$ cat src/rtl/axi_arb_pkg.sv
// axi_arb_pkg: shared state type and index-width helper for the write-port arbiter.
package axi_arb_pkg;

    typedef enum logic {ARB_IDLE, ARB_BURST} arb_state_e;

    function automatic int idx_w(input int n);
        return (n > 2) ? $clog2(n) : 1;
    endfunction

endpackage

$ cat src/rtl/axi_rr_pick.sv
// axi_rr_pick: combinational round-robin picker, first set req searching circularly from ptr.
// Ports: req (request vector), ptr (search start), any_req (some req set), winner (picked index).
module axi_rr_pick #(
    parameter int N  = 4,
    parameter int IW = 2
) (
    input  logic [N-1:0]  req,
    input  logic [IW-1:0] ptr,
    output logic          any_req,
    output logic [IW-1:0] winner
);

    localparam logic [IW:0] NW = (IW + 1)'(N);

    logic [2*N-1:0] dbl;
    logic [IW-1:0]  off;
    logic [IW:0]    sum;
    logic [IW:0]    sub;

    // Rotating the doubled vector right by ptr puts requester ptr at bit 0.
    assign dbl     = {req, req} >> ptr;
    assign any_req = |req;

    always_comb begin
        off = '0;
        for (int j = N - 1; j >= 0; j--)
            if (dbl[j]) off = IW'(j);
        sum    = {1'b0, ptr} + {1'b0, off};
        sub    = sum - NW;
        winner = (sum >= NW) ? sub[IW-1:0] : sum[IW-1:0];
    end

endmodule

$ cat src/rtl/axi_fifo_wr_arbiter.sv
// axi_fifo_wr_arbiter: burst-locked round-robin arbiter sharing one axi_fifo write port.
// Ports: clk, reset (sync active-high); req_valid/req_data/req_last/req_ready per requester;
//        fifo_push/fifo_wdata/fifo_wsrc/fifo_wlast to the FIFO, fifo_full from it;
//        grant_valid/grant_id report the held grant.
// Option: define AXI_ARB_BURST_LIMIT_EN to cap a grant at MAX_BURST beats and add burst_overrun.
module axi_fifo_wr_arbiter
    import axi_arb_pkg::*;
#(
    parameter  int NUM_REQ   = 4,
    parameter  int WIDTH     = 32,
    parameter  int MAX_BURST = 16,
    localparam int IDX_W     = idx_w(NUM_REQ)
) (
    input  logic                     clk,
    input  logic                     reset,
    input  logic [NUM_REQ-1:0]       req_valid,
    input  logic [NUM_REQ*WIDTH-1:0] req_data,
    input  logic [NUM_REQ-1:0]       req_last,
    output logic [NUM_REQ-1:0]       req_ready,
    output logic                     fifo_push,
    output logic [WIDTH-1:0]         fifo_wdata,
    output logic [IDX_W-1:0]         fifo_wsrc,
    output logic                     fifo_wlast,
    input  logic                     fifo_full,
    output logic                     grant_valid,
    output logic [IDX_W-1:0]         grant_id
`ifdef AXI_ARB_BURST_LIMIT_EN
    ,
    output logic                     burst_overrun
`endif
);

    if (NUM_REQ < 2 || NUM_REQ > 16 || MAX_BURST < 1) begin : g_bad_cfg
        $error("axi_fifo_wr_arbiter: unsupported parameter set");
    end

    arb_state_e               state, state_n;
    logic [IDX_W-1:0]         grant_n, ptr, ptr_n, winner, ptr_inc;
    logic                     any_req, burst, ready_en, rel, limit_hit;
    logic [NUM_REQ-1:0]       one_hot;
    logic [NUM_REQ*WIDTH-1:0] data_sh;

    axi_rr_pick #(.N(NUM_REQ), .IW(IDX_W)) u_pick (
        .req     (req_valid),
        .ptr     (ptr),
        .any_req (any_req),
        .winner  (winner)
    );

    assign burst       = state == ARB_BURST;
    assign grant_valid = burst;
    // Reset gates the handshake combinationally so an abandoned burst never leaks a beat.
    assign ready_en    = burst && !fifo_full && !reset;
    assign one_hot     = {{(NUM_REQ - 1){1'b0}}, 1'b1} << grant_id;
    assign req_ready   = ready_en ? one_hot : '0;
    assign fifo_push   = ready_en && req_valid[grant_id];
    assign data_sh     = req_data >> (grant_id * WIDTH);
    assign fifo_wdata  = data_sh[WIDTH-1:0];
    assign fifo_wsrc   = grant_id;
    assign fifo_wlast  = req_last[grant_id] || limit_hit;
    assign rel         = fifo_push && fifo_wlast;
    assign ptr_inc     = (grant_id == IDX_W'(NUM_REQ - 1)) ? '0 : grant_id + 1'b1;

`ifdef AXI_ARB_BURST_LIMIT_EN
    localparam int CW = $clog2(MAX_BURST + 1);

    logic [CW-1:0] cnt, cnt_n;

    // cnt counts beats already pushed, so cnt == MAX_BURST-1 marks the MAX_BURST-th beat.
    assign limit_hit     = burst && (cnt == CW'(MAX_BURST - 1));
    assign burst_overrun = fifo_push && limit_hit && !req_last[grant_id];
    assign cnt_n         = burst ? cnt + CW'(fifo_push) : '0;

    always_ff @(posedge clk)
        if (reset) cnt <= '0;
        else cnt <= cnt_n;
`else
    assign limit_hit = 1'b0;
`endif

    always_comb begin
        state_n = burst ? (rel ? ARB_IDLE : ARB_BURST) : (any_req ? ARB_BURST : ARB_IDLE);
        grant_n = (!burst && any_req) ? winner : grant_id;
        ptr_n   = rel ? ptr_inc : ptr;
    end

    always_ff @(posedge clk)
        if (reset) begin
            state    <= ARB_IDLE;
            grant_id <= '0;
            ptr      <= '0;
        end else begin
            state    <= state_n;
            grant_id <= grant_n;
            ptr      <= ptr_n;
        end

endmodule

$ cat config.mk
export PLATFORM = sky130hd
export DESIGN_NAME = axi_fifo_wr_arbiter
export DESIGN_NICKNAME = d
export VERILOG_FILES = /design/src/rtl/axi_arb_pkg.sv /design/src/rtl/axi_rr_pick.sv /design/src/rtl/axi_fifo_wr_arbiter.sv
export SDC_FILE = /design/constraint.sdc
export NUM_CORES = 1
export LEC_CHECK = 0
export ABC_AREA = 1
export CORE_UTILIZATION = 26
export CTS_BUF_LIST = sky130_fd_sc_hd__clkbuf_4 sky130_fd_sc_hd__clkbuf_8 sky130_fd_sc_hd__clkbuf_16
export CTS_CLUSTER_SIZE = 14
export DETAILED_ROUTE_END_ITERATION = 8
export GPL_TIMING_DRIVEN = 0
export PLACE_DENSITY = 0.82
export REMOVE_ABC_BUFFERS = 1
export SLEW_MARGIN = 20
export SYNTH_ARGS = -nofsm -noshare
export SYNTH_HDL_FRONTEND = slang
export SYNTH_SLANG_ARGS = --single-unit
$ cat constraint.sdc
create_clock -name clk -period 2.1 [get_ports clk]
set_input_delay 0.42 -clock clk [delete_from_list [all_inputs] [get_ports clk]]
set_output_delay 0.42 -clock clk [all_outputs]
set_load 0.05 [all_outputs]
==> metrics.md <==
| Metric | Value |
|---|---|
| Status | finished clean |
| Commonest non-fill, non-tap cell in the layout | clkdlybuf4s50_1 |
| Asr flop ratio synth | 0% |
| CTS tree | done |
| Root Driver | clkbuf_8 |
| Pin count of the biggest net entering global routing | 71 |
| Gp weighted congestion | 0.794 |
| Pwr dens | 491 mW/mm² |
| Total congestion overflow | 0 |
| Cells along the critical path | clkdlybuf4s50_1 -> inv_1 -> a21oi_2 -> o21ai_4 -> a21oi_4 -> buf_6 |
| Average size of a mapped cell | 5.20 µm² |
| CP Buf/Inv Count | 3 |
| Die ar. | 0.00578 mm² |
| CP Data Required Time | 1680 ps |
| Sequential cell area fraction in the yosys report | 7.03% |
| HP Class | reg2reg |
| WHS Endpoint | grant_valid$_SDFF_PP0_ |
| Unrepaired setup endpoints after global routing | no |
| Rows | 26 |
| Commonest non-fill, non-tap cells in the layout | clkdlybuf4s50_1 (140), nor2_1 (76), o21ai_0 (59), o22ai_1 (32), nand2_1 (23) |
| Synth cell types | 24 |
| Num CTS Buffers | 3 |
| Critical path class | in2out |
| DP Cell Count | 501 |
| Final Cycle Share | 97.3% |
| IO Port Bufs | 181 |
| Post-DP HPWL | 5150 µm |
| Reg2reg path depth | 13 |
| Critical path's top delay family | buffers and inverters |
| Leakage | 1.35 nW |
| Die X | 76 µm |
| Max rail drop VDD | 0.325 mV |
| Layout cells sized above 1 | 14.4% |
| Non-Filler Instances | 513 |
| Post-CTS Hold Fix Bufs | 0 |
| Top FF cell, synth | dfxtp_1 |
| Core ar. | 0.00520 mm² |
| Tot GR Track Use | 25.9% |
| Iteration-0 DRC count of the detailed router | 87 |
| Reg2reg end | fifo_wsrc[1]$_SDFFE_PP0P_ |
| Area grow syn2layout | 132% |
| Max_cap viols | 0 |
| Initial antenna violation count | 0 |
| Synthesized area | 0.00142 mm² |
| Critical path startpoint category | input pin |
| Router iterations before antenna repair | 4 |
| Nets@finish | 588 |
| Hold Path Stages | 2 |
| Worst R2R Setup Slack | 360 ps |
| Design Area, Final | 0.00330 mm² |
| Placed Area | 0.00321 mm² |
| DP Worst Slack | -1030 ps |
| DRC viols | 0 |
| Drt wl/cell | 15.3 µm |
| Synth warnings | 0 |
| Drt via density | 5.13 |
| Reg-to-Reg Start | ptr[0]$_SDFFE_PP0P_ |
| Slew margin rel. | 66.3% |
| Post-Route WL | 7850 µm |
| Setup TNS | 0 ps |
| # diodes | 0 |
| H-Tree Depth | 1 |
| Crit Path Max Fanout | 4 |
| Final Slew Violations | 0 |
| Slew at the pin closest to its max-slew limit | 505 ps |
| Final setup fails | 0 |
| Mapped Cells | 274 |
| Clock skew | 3.56 ps |
| Worst path slowest cell | clkdlybuf4s50_1 |
| Clock transition at path regs | 40 ps |
| Clk sinks | 5 |
| Ports | 182 |
| First-pass GRT wire length | 12200 µm |
| Register bit total from synthesis | 5 |
| Final Worst Setup Slack | 57.4 ps |
| Max incr delay on CP | 530 ps |
| Initial core utilization | 27.4% |
| Number of synthesized flops with an enable pin | 0 |
| Final hold viol count | 0 |
| Clock Tree Buf Depth | 2 |
| Via Count | 2630 |
| Post-DRT Antenna Nets | 0 |
| Vias in the first global route | 2594 |
| Max Freq | 0.490 GHz |
| Tmin final | 2040 ps |
| Crit path DAT | 1620 ps |
| Worst setup EP type | output pin |
| Die Y | 76 µm |
| Hold_sp | grant_valid$_SDFF_PP0_ |
| Clock latency on the worst-skew pair | 230 ps |
routing by layer:
metal  wire length, µm  global-route usage, %  vias to the layer above
li1                  -                      -                     1284
met1              2910                   27.7                     1191
met2              4080                   49.3                      137
met3               651                   5.87                       18
met4               203                   9.42                        0
met5                 0                      0                        -
how the worst max path moves through the flow:
stage,cells past startpoint,from,to,slack (ps)
2_1_floorplan,3,fifo_wsrc[0]$_SDFFE_PP0P_,fifo_wdata[0],-1990
3_3_place_gp,5,fifo_wsrc[0]$_SDFFE_PP0P_,req_ready[2],-2730
3_5_place_dp,5,fifo_wsrc[0]$_SDFFE_PP0P_,req_ready[2],-1030
4_1_cts,4,fifo_wsrc[1]$_SDFFE_PP0P_,fifo_wdata[16],2
5_1_grt,5,reset,req_ready[3],7
6_report,6,req_valid[1],fifo_push,60
metrics by stage:
stage | hold WS, ps | util (%) | power [mW]
floorplan | 489 | - | 0.858
global placement | 475 | 61.5 | 1.42
detailed placement | 488 | 61.6 | 1.43
CTS | 494 | 64.0 | 1.64
global route | 525 | 63.3 | 1.72
finish | 500 | 63.3 | 1.62
flip-flops by register name, summed over array words and instances (netlist names):
name,count
grant_valid,1
fifo_wsrc,2
ptr,2
what timing repair did:
action	CTS	global route
pin swaps	0	1
buffers inserted	4	4
hold endpoints to repair	0	0
gates resized for setup	144	43
endpoints found under the setup margin	45	37
cells in the mapped netlist, types with 2 or more instances:
cell type  number  area (µm²)
a21oi_1         5        25.0
buf_2           5        25.0
buf_4           3        22.5
buf_6           2        22.5
clkbuf_1       14        52.6
dfxtp_1         5         100
ha_1            5        62.6
inv_1          11        41.3
inv_2           3        11.3
nand2_1        23        86.3
nand3_1        14        70.1
nor2_1         76         285
o21ai_0        59         295
o21ai_1         7        35.0
o21ai_2         2        17.5
o22ai_1        32         200
report_power, final:
group | internal, mW | switching, mW | total (mW)
registers | 0.103 | 0.0172 | 0.120
clock network | 0.144 | 0.0532 | 0.197
logic | 0.498 | 0.804 | 1.30
total | 0.744 | 0.874 | 1.62
layout make-up:
class,instances,area (µm²)
Timing Repair Buffer,189,1810
Tap cell,70,87.6
Sequential cell,5,108
Inverter,15,77.6
Multi-Input combinational cell,230,1160
Fill cell,481,1910
Clock buffer,4,48.8
cells by family after synthesis:
logic type                 after synthesis  synth area share [%]
AOI/OAI and AO/OA                      109                  43.6
xor gates and xnor gates                 1                 0.615
adders and majority gates                5                  4.39
buffers and inverters                   39                  12.6
DFF                                      5                  7.03
and+or+nand+nor                        115                  31.8
worst min-delay path: stages, from the launching register on:
cell	delay, ps
dfxtp_1	320
nand2_1	70
a21oi_1	60
Note: power is estimated with default switching activity, not from simulation.
